File: src/rtl/rr_output_alloc_if.sv
// Purpose: bundles the header taps of the four input registers and the allocator's outputs.
// Latency: none; this is wiring only.
// Backpressure: none; flow control is dropping, so losing or illegal heads are flagged on drop.
// Ports: hdr0..hdr3 carry phit[17:14] of input registers 0..3, where [3:2] is the type and [1:0] the destination.
//        sel is the one-hot 4:1 mux select, shift strips the route field and drop marks discarded heads.
//        busy, timeout and err report the lock state, an idle-timeout release and a protocol error.
interface rr_output_alloc_if;
    logic [3:0] hdr0;
    logic [3:0] hdr1;
    logic [3:0] hdr2;
    logic [3:0] hdr3;
    logic [3:0] sel;
    logic       shift;
    logic [3:0] drop;
    logic       busy;
    logic       timeout;
    logic       err;

    // The master drives the phit headers and observes the allocation.
    modport master (
        output hdr0, hdr1, hdr2, hdr3,
        input  sel, shift, drop, busy, timeout, err
    );

    // The slave is the allocator itself.
    modport slave (
        input  hdr0, hdr1, hdr2, hdr3,
        output sel, shift, drop, busy, timeout, err
    );
endinterface

File: src/rtl/rr_output_alloc.sv
// Purpose: round-robin allocator for one router output; it locks the output to a packet from its head to its tail.
// Latency: the grant appears in the same cycle as the head, and the output is released the cycle after the tail.
// Backpressure: none; heads that lose arbitration, or that arrive while the output is locked, are flagged on drop.
// Ports: clk and rst are the clock and the synchronous active-high reset; bus is the slave modport.
//        On bus, hdr0..hdr3 are inputs; sel, shift and drop are combinational outputs.
//        busy is registered; timeout and err are 1-cycle pulses.
module rr_output_alloc #(
    parameter logic [1:0] PORT_ID = 2'd0,
    parameter int         TIMEOUT = 15,
    parameter int         CW      = 4
) (
    input  logic               clk,
    input  logic               rst,
    rr_output_alloc_if.slave   bus
);

    typedef enum logic {IDLE = 1'b0, BUSY = 1'b1} st_t;

    localparam logic [CW-1:0] CNT_LAST = CW'(TIMEOUT - 1);

    st_t           st_q, st_d;
    logic [1:0]    owner_q, owner_d;
    logic [1:0]    rr_ptr_q, rr_ptr_d;
    logic [CW-1:0] cnt_q, cnt_d;

    logic [3:0] hdr [4];
    logic [3:0] cand;
    logic [1:0] win;
    logic       win_vld;
    logic [1:0] scan_idx;
    logic [3:0] own_oh;
    logic [1:0] own_typ;
    logic [3:0] sel_c;
    logic [3:0] drop_c;
    logic       shift_c;
    logic       tmo_c;
    logic       err_c;

    assign hdr[0] = bus.hdr0;
    assign hdr[1] = bus.hdr1;
    assign hdr[2] = bus.hdr2;
    assign hdr[3] = bus.hdr3;

    // A candidate is a head phit whose destination is this output.
    always_comb begin
        cand = '0;
        for (int i = 0; i < 4; i++) begin
            cand[i] = (hdr[i][3:2] == 2'b01) && (hdr[i][1:0] == PORT_ID);
        end
    end

    // Scan downward from the farthest offset, so the candidate nearest rr_ptr is written last and wins.
    always_comb begin
        win      = '0;
        win_vld  = 1'b0;
        scan_idx = '0;
        for (int k = 3; k >= 0; k--) begin
            scan_idx = rr_ptr_q + 2'(k);
            if (cand[scan_idx]) begin
                win     = scan_idx;
                win_vld = 1'b1;
            end
        end
    end

    assign own_oh  = 4'b0001 << owner_q;
    assign own_typ = hdr[owner_q][3:2];

    always_comb begin
        st_d     = st_q;
        owner_d  = owner_q;
        rr_ptr_d = rr_ptr_q;
        cnt_d    = cnt_q;
        sel_c    = '0;
        drop_c   = '0;
        shift_c  = 1'b0;
        tmo_c    = 1'b0;
        err_c    = 1'b0;
        case (st_q)
            IDLE: begin
                // Only heads matter here; body and tail phits are ignored.
                if (win_vld) begin
                    sel_c    = 4'b0001 << win;
                    shift_c  = 1'b1;
                    drop_c   = cand & ~(4'b0001 << win);
                    st_d     = BUSY;
                    owner_d  = win;
                    rr_ptr_d = win + 2'd1;
                    cnt_d    = '0;
                end
            end
            BUSY: begin
                sel_c  = own_oh;
                drop_c = cand & ~own_oh;
                case (own_typ)
                    2'b10: cnt_d = '0;
                    2'b11: begin
                        // The tail is forwarded now, and competing heads this cycle are still dropped.
                        st_d  = IDLE;
                        cnt_d = '0;
                    end
                    2'b00: begin
                        if (cnt_q == CNT_LAST) begin
                            tmo_c = 1'b1;
                            st_d  = IDLE;
                            cnt_d = '0;
                        end else begin
                            cnt_d = cnt_q + CW'(1);
                        end
                    end
                    default: begin
                        // A head from the owner while locked is illegal: abort the packet and drop that head.
                        err_c  = 1'b1;
                        sel_c  = '0;
                        drop_c = cand;
                        st_d   = IDLE;
                        cnt_d  = '0;
                    end
                endcase
            end
            default: st_d = IDLE;
        endcase
    end

    assign bus.sel     = rst ? 4'b0000 : sel_c;
    assign bus.drop    = rst ? 4'b0000 : drop_c;
    assign bus.shift   = shift_c & ~rst;
    assign bus.timeout = tmo_c & ~rst;
    assign bus.err     = err_c & ~rst;
    assign bus.busy    = (st_q == BUSY) & ~rst;

    always_ff @(posedge clk) begin
        if (rst) begin
            st_q     <= IDLE;
            owner_q  <= '0;
            rr_ptr_q <= '0;
            cnt_q    <= '0;
        end else begin
            st_q     <= st_d;
            owner_q  <= owner_d;
            rr_ptr_q <= rr_ptr_d;
            cnt_q    <= cnt_d;
        end
    end

endmodule
File: src/flat_wrapper.sv
// flat-port wrapper written by rule: the top's interface ports become plain ports
module rr_output_alloc_flat 
#(
    parameter logic [1:0] PORT_ID = 2'd0,
    parameter int         TIMEOUT = 15,
    parameter int         CW      = 4
)
  (clk, rst, bus_hdr0, bus_hdr1, bus_hdr2, bus_hdr3, bus_sel, bus_shift, bus_drop, bus_busy, bus_timeout, bus_err);
  rr_output_alloc_if bus_i ();
  input  logic clk;
  input  logic rst;
  input wire logic [$bits(bus_i.hdr0)-1:0] bus_hdr0;
  input wire logic [$bits(bus_i.hdr1)-1:0] bus_hdr1;
  input wire logic [$bits(bus_i.hdr2)-1:0] bus_hdr2;
  input wire logic [$bits(bus_i.hdr3)-1:0] bus_hdr3;
  output wire logic [$bits(bus_i.sel)-1:0] bus_sel;
  output wire logic [$bits(bus_i.shift)-1:0] bus_shift;
  output wire logic [$bits(bus_i.drop)-1:0] bus_drop;
  output wire logic [$bits(bus_i.busy)-1:0] bus_busy;
  output wire logic [$bits(bus_i.timeout)-1:0] bus_timeout;
  output wire logic [$bits(bus_i.err)-1:0] bus_err;
  assign bus_i.hdr0 = bus_hdr0;
  assign bus_i.hdr1 = bus_hdr1;
  assign bus_i.hdr2 = bus_hdr2;
  assign bus_i.hdr3 = bus_hdr3;
  assign bus_sel = bus_i.sel;
  assign bus_shift = bus_i.shift;
  assign bus_drop = bus_i.drop;
  assign bus_busy = bus_i.busy;
  assign bus_timeout = bus_i.timeout;
  assign bus_err = bus_i.err;
  rr_output_alloc #(.PORT_ID(PORT_ID), .TIMEOUT(TIMEOUT), .CW(CW)) u_core (.clk(clk), .rst(rst), .bus(bus_i));
endmodule
File: config.mk
export PLATFORM = sky130hd
export DESIGN_NAME = rr_output_alloc_flat
export DESIGN_NICKNAME = d
export VERILOG_FILES = /design/src/rtl/rr_output_alloc_if.sv /design/src/rtl/rr_output_alloc.sv /design/src/flat_wrapper.sv
export SDC_FILE = /design/constraint.sdc
export NUM_CORES = 1
export LEC_CHECK = 0
export ABC_AREA = 1
export BUFFER_PORTS_ARGS = -buffer_cell sky130_fd_sc_hd__buf_4
export CAP_MARGIN = 40
export CORE_ASPECT_RATIO = 0.75
export CORE_MARGIN = 5
export CORE_UTILIZATION = 51
export DETAILED_ROUTE_END_ITERATION = 12
export PLACE_DENSITY = 0.88
export REMOVE_ABC_BUFFERS = 1
export SYNTH_ARGS = -nofsm -noshare
export SYNTH_HDL_FRONTEND = slang
export SYNTH_SLANG_ARGS = --single-unit
File: constraint.sdc
create_clock -name clk -period 2.4 [get_ports clk]
set_input_delay 0.48 -clock clk [delete_from_list [all_inputs] [get_ports clk]]
set_output_delay 0.48 -clock clk [all_outputs]
set_load 0.01 [all_outputs]
==> metrics.cfg, run 1 <==
[synthesis]
synth_edf_count=0
syn_area_per_cell_um2=5.93
synthFlopType=dfxtp_1
synth.area.top_cells=dfxtp_1 (17%), nand2_1 (13%), nor2_1 (12%)
ys_warn_count=0
ys_async_sr_fraction_pct=0
synth_largest_area_cell=dfxtp_1
synth_cell_types=29
ys_top_cells_by_count=nand2_1 (35), nor2_1 (32), inv_1 (23)
netlist.area_leader.share_pct=17.5
ys_ff_latch=9
syn_area_um2=1030
ys_seq_area_share_pct=17.5
netlist_instances=174
yosysMostFrequentCell=nand2_1

[floorplan]
initial_utilization_pct=52.6
die_x_um=61.9
die_y_um=48.9
io_pins=30
num_rows=14

[placement]
dp_hpwl_um=2550
numPortBuffers=29
routabilityCongestion=0.850
dp.cells=244

[cts]
root_buffer=clkbuf_4
clk_path_buf_depth=2
h-tree-depth=1
cts_sinks=9
cts_buffers=3
cts_hold_buf=0

[timing]
endpoint_type=top-level output
postGrtWorstEndpoint=bus_sel[1]

[status]
stop_error=[ERROR DPL-0038] Utilization greater than 100%, impossible to legalize
status=stopped before the end
flow.stopped_at=global routing

[global_routing]
grt_max_degree=17

## metrics by stage
| stage | util (%) | hold WS (ns) | TNS, ns | setup slack [ns] | cell area, µm² |
|---|---|---|---|---|---|
| floorplan | - | 0.451 | -0.0158 | -0.0158 | 1000 |
| global placement | 72.7 | 0.470 | -1.55 | -0.250 | 1430 |
| CTS | 87.6 | 0.493 | -1.03 | -0.159 | 1720 |
| detailed placement | 72.7 | 0.485 | -2.49 | -0.392 | 1430 |
## kinds of logic after synthesis
logic type / synth area share, %
buf+inv: 12.6
flops: 17.5
simple gates: 48.1
xor+xnor: 4.86
fa+ha+maj: 4.85
compound gates: 12.1
## timing repair
item | CTS
endpoints found under the setup margin | 8
gates resized for setup | 55
cloned | 1
endpoints found under the hold margin | 0
buffers inserted | 6
pin swaps | 19
==> run 2: changes to the inputs <==
CORE_AREA = 5 5 66 68   (was not set)
CORE_ASPECT_RATIO = not set   (was 0.75)
CORE_MARGIN = not set   (was 5)
CORE_UTILIZATION = not set   (was 51)
DIE_AREA = 0 0 71 73   (was not set)
PLACE_DENSITY = not set   (was 0.88)
PLACE_DENSITY_LB_ADDON = 0.15   (was not set)
==> metrics.cfg, run 2 <==
[worst_setup_path]
critical_path_required_ns=1.92
worstPathCellList=buf_12 -> clkinv_8 -> nand3_4 -> nand2_4 -> buf_4 -> nand3_2 -> nand3_2 -> nand3_2 -> nand2_4 -> inv_4 -> ha_4 -> nor2_2 -> nor2_1 -> nand3_2 -> inv_2 -> buf_6
cp_slowest_cell=dfxtp_4
end_kind=primary output
critPathBufInv=6
path_common_cell=nand3_2
path_max_fanout=5
path_delay_family=simple AND/OR/NAND/NOR gates
cp.arrival_ns=2.11
cp-start-kind=flip-flop
critPathKind=reg -> out
cpPeakStageDelay_ns=0.39

[route]
via_per_inst=4.51
ant_nets=0
vias=1309
wl_per_cell_um=12.5
routed_wl_um=3640
dr.pass1.iters=4
drt_iter0_markers=66
drcViolationCount=0

[layout]
nFillCells=383
mostFrequentLayoutCell=buf_4
multi_input_area_um2=1040
final_cell_mix=buf_4 (59), nor2_1 (22), nand2_1 (19), inv_1 (16), nand2_2 (14)
antenna_cells=0
largestRegisters=u_core.cnt_q: 4 flops, u_core.owner_q: 2 flops, u_core.rr_ptr_q: 2 flops
final_cells=290
drive_above_1_share_pct=59.2
syn_to_final_growth_pct=94.8
nNetsFinal=263
register_area_um2=185
largest_register_ffs=4
top_register=u_core.cnt_q

[global_routing]
grt_pass1_vias=1293
grt_max_degree=17
grt_pass1_wl_um=5780
antenna_found_initial=0
grt_overflow=0
grt_usage_pct=14.0

[floorplan]
dieArea_um2=5180
num_rows=23  ; +9
die_x_um=71  ; +15%
core_um2=3800
initial_utilization_pct=27.1  ; -25 points
io_pins=30  ; unchanged
die_y_um=73  ; +49%

[synthesis]
synth_cell_types=29  ; unchanged
netlist_instances=174  ; unchanged
ys_async_sr_fraction_pct=0  ; unchanged
yosysMostFrequentCell=nand2_1
netlist.area_leader.share_pct=17.5  ; unchanged
synth_largest_area_cell=dfxtp_1
ys_ff_latch=9  ; unchanged
synth_edf_count=0  ; unchanged
synthFlopType=dfxtp_1
synth.area.top_cells=dfxtp_1 (17%), nand2_1 (13%), nor2_1 (12%)
ys_top_cells_by_count=nand2_1 (35), nor2_1 (32), inv_1 (23)
syn_area_um2=1030  ; unchanged
ys_warn_count=0  ; unchanged
ys_seq_area_share_pct=17.5  ; unchanged
syn_area_per_cell_um2=5.93  ; unchanged

[timing]
rsz0062_at_grt=yes
final_hold_viol_count=0
layout_setup_ws_ns=-0.186
skew_ns=0.000587
slew_violations=0
setup_violations=8
maxSlewHeadroom_pct=76.8
period_minus_slack_ns=2.59
fin_setup_tns_ns=-1.18
hold_ws_ns=0.481
fmaxAchievable_mhz=387
period_share_pct=108
worst_slew_pin_slew_ns=0.346

[pwr]
p_leak_uw=0.000895
ir_drop_uv=338
power_density_nw_per_um2=711

[job]
drv_cap=0

[status]
violations=setup timing
status=finished with violations

[worst_hold_path]
holdCritPathClass=reg -> reg

[cts]
cts_tree=done
cts_buffers=3  ; unchanged
h-tree-depth=1  ; unchanged
root_buffer=clkbuf_8
clkTransAtPathRegs_ns=0.05
clk_path_buf_depth=2  ; unchanged
cts_sinks=9  ; unchanged
worstSkewPairLatency_ns=0.23

[placement]
numPortBuffers=29  ; unchanged
dp_hpwl_um=2600  ; +2.1%
dp.cells=277  ; +14%
routabilityCongestion=0.839  ; -1.3%

run 2: cell counts after synthesis:
No cell type changed its count.
run 2: worst paths after layout:
check / cells after the start / startpoint / slack, ns / end
worst max-delay path: 16 / u_core.rr_ptr_q[0] / -0.19 / bus_sel[0]
worst min register to register: 2 / u_core.cnt_q[0] / 0.48 / u_core.cnt_q[0]
worst max register to register: 15 / u_core.rr_ptr_q[0] / 0.54 / u_core.cnt_q[1]
worst min-delay path: 2 / u_core.cnt_q[0] / 0.48 / u_core.cnt_q[0]
run 2: power breakdown:
group / total, µW / switching [µW] / internal, µW
clock: 179 / 62.6 / 116
combinational: 1020 / 547 / 469
sequential: 234 / 49.3 / 185
run 2: area by class of cell:
type                    instances  share of cell area [%]
multi-input cells             134                    51.7
repair buffers                 67                    27.8
flip-flops and latches          9                    9.22
inverters                      26                    5.98
well taps                      50                    3.12
clock buffers                   4                    2.24
run 2: cell families after synthesis:
group	synth area share, %
compound gates	12.1
xor+xnor	4.86
fa+ha+maj	4.85
buf+inv	12.6
flops	17.5
simple gates	48.1
run 2: worst register-to-register path: cells and delay by family, from the launching register on:
family                 cells  cell delay, ns
and+or+nand+nor            7            0.61
buffers and inverters      7            0.73
DFF                        1            0.39
AOI/OAI and AO/OA          1            0.08
run 2: repair_timing:
action                                  CTS  global route
resized for setup                        57            37
buffers inserted                          4             6
pin swaps                                21            18
endpoints found under the setup margin    8             9
hold buffers                              0             0
gates cloned                              1             0
run 2: per-stage QoR:
step	util (%)	setup WS [ns]	power, µW	cell area, µm²
6_report	52.9	-0.186	1430	2010
5_1_grt	52.9	-0.278	1560	2010
4_1_cts	48.3	-0.145	1340	1830
3_3_place_gp	39.8	-0.386	1000	1510
3_5_place_dp	39.8	-0.340	997	1510
2_1_floorplan	-	-0.0158	669	1000
run 2: routing by layer:
metal,up-vias,GRT usage [%],share of wire (%)
met4,0,3.55,1.2
li1,702,-,-
met2,15,23.7,50
met1,588,18.0,46
met3,4,3.03,2.5
met5,-,0,0
(Power assumes the default switching activity.)
==> run 3: changes to the inputs <==
clock period = 2.6 ns   (was 2.4 ns; I/O delays follow)
==> metrics.cfg, run 3 (synthesis gave the netlist of run 2 again) <==
[worst_setup_path]
r2r-start=u_core.rr_ptr_q[0]
cp-start-kind=primary input
path_max_fanout=3  ; -2
critPathKind=in -> out
crit_start=bus_hdr0[3]
critical_path_required_ns=2.08  ; +0.16 ns
end_kind=primary output
cp.arrival_ns=2.04  ; -0.07 ns

[cts]
cts_sinks=9  ; unchanged
h-tree-depth=1  ; unchanged
cts_hold_buf=0  ; unchanged
clk_path_buf_depth=2  ; unchanged
cts_buffers=3  ; unchanged
worstSkewPairLatency_ns=0.23  ; about the same
clkTransAtPathRegs_ns=0.05  ; about the same
root_buffer=clkbuf_8
cts_tree=done

[floorplan]
die_y_um=73  ; unchanged
die_x_um=71  ; unchanged
initial_utilization_pct=27.1  ; unchanged
num_rows=23  ; unchanged
dieArea_um2=5180  ; unchanged
io_pins=30  ; unchanged
core_um2=3800  ; unchanged

[placement]
routabilityCongestion=0.892  ; +6.4%
dp_hpwl_um=2580  ; -0.91%
numPortBuffers=29  ; unchanged
dp.cells=270  ; -2.5%
placed_area_um2=1460  ; -3.5%

[route]
routed_wl_um=3390  ; -6.8%
via_per_inst=4.62  ; +2.5%
drt_iter0_markers=50  ; -24%
drcViolationCount=0  ; unchanged
dr.pass1.iters=4  ; unchanged
ant_nets=0  ; unchanged
wl_per_cell_um=12.2  ; -2.4%
vias=1281  ; -2.1%

[pwr]
p_leak_uw=0.000818  ; -8.5%
power.total_uw=1190  ; -17%
ir_drop_uv=204  ; -40%
power_density_nw_per_um2=653  ; -8.2%

[layout]
drive_above_1_share_pct=56.8  ; -2.3 points
final_cell_mix=buf_4 (48), nand2_1 (19), nand2_2 (18), nor2_1 (18), inv_1 (16)
final_cells=277  ; -4.5%
antenna_cells=0  ; unchanged
syn_to_final_growth_pct=76.8
post-route-util_pct=48.0  ; -4.9 points
mostFrequentLayoutCell=buf_4
nNetsFinal=250  ; -4.9%
fin_area_um2=1820  ; -9.2%
top_register=u_core.cnt_q
largestRegisters=u_core.cnt_q: 4 flops, u_core.owner_q: 2 flops, u_core.rr_ptr_q: 2 flops
largest_register_ffs=4  ; unchanged

[timing]
rsz0062_at_grt=yes
fmaxAchievable_mhz=390
setup_violations=0  ; -8
slew_violations=0  ; unchanged
final_hold_viol_count=0  ; unchanged
period_minus_slack_ns=2.56
worst_slew_pin_slew_ns=0.360  ; +0.0140 ns
period_share_pct=98.6
skew_ns=0.00219  ; +0.00160 ns
maxSlewHeadroom_pct=75.8  ; -0.99 points

[global_routing]
antenna_found_initial=0  ; unchanged
grt_usage_pct=12.7  ; -1.3 points
grt_pass1_wl_um=5280  ; -8.6%
grt_max_degree=17  ; unchanged
grt_overflow=0  ; unchanged
grt_pass1_vias=1155  ; -11%

[worst_hold_path]
hp-start=u_core.cnt_q[0]
holdCritPathClass=reg -> reg

[status]
status=complete, no violations

[job]
drv_cap=0  ; unchanged

==> run 3: cell types whose count changed in the layout (fill, tap and decap cells not counted), sizes merged <==
cell / change
buf: -14
clkbuf: +1
clkinv: -1
inv: +1
==> run 3: through the flow <==
stage          hold slack (ns)  TNS (ns)  setup slack [ns]
2_1_floorplan            0.451         0             0.104
3_3_place_gp             0.468     -1.32            -0.199
3_5_place_dp             0.472     -1.13            -0.170
4_1_cts                  0.479   -0.0128           -0.0106
5_1_grt                  0.514    -0.715            -0.127
6_report                 0.477         0            0.0362
==> run 3: timing repair <==
action,4_1_cts,5_1_grt
cloned,0,1
setup endpoints to repair,8,8
setup buffers,0,2
resized for setup,30,50
pin swaps,4,25
==> run 3: area by class of cell <==
class | instances | area (µm²)
clock buffer | 4 | 45.0
fill | 402 | 1980
inverter | 26 | 110
multi-input combinational | 134 | 970
sequential | 9 | 185
tap | 50 | 62.6
timing repair buffer | 54 | 450
==> run 3: report_power, final <==
part / total, µW / switching, µW / internal, µW
registers: 215 / 45.1 / 170
clock network: 165 / 58.2 / 107
logic: 810 / 460 / 350
total: 1190 / 563 / 628
==> run 3: worst paths after layout <==
path	end	slack, ns	depth (start not counted)
max	bus_sel[1]	0.04	17
min	u_core.cnt_q[0]	0.48	2
max reg2reg	u_core.cnt_q[3]	0.86	12
min reg2reg	u_core.cnt_q[0]	0.48	2
==> run 3: worst max-delay path: stages <==
cell	delay [ns]
buf_4	0.12
nor2_4	0.13
nand3_1	0.13
nand2_2	0.10
nand2_2	0.06
nand2_2	0.06
inv_2	0.04
nand2_2	0.08
nand2_2	0.05
nand2_2	0.09
nand2_4	0.08
ha_2	0.21
nor2_2	0.08
nor2_1	0.04
nand3_1	0.08
inv_1	0.04
buf_4	0.13
==> run 3: per-layer routing <==
layer | global-route usage [%] | up-vias | share of wire [%]
li1 | - | 674 | -
met1 | 16.2 | 580 | 44
met2 | 21.8 | 23 | 51
met3 | 2.89 | 4 | 3.9
met4 | 2.51 | 0 | 1.2
met5 | 0 | - | 0
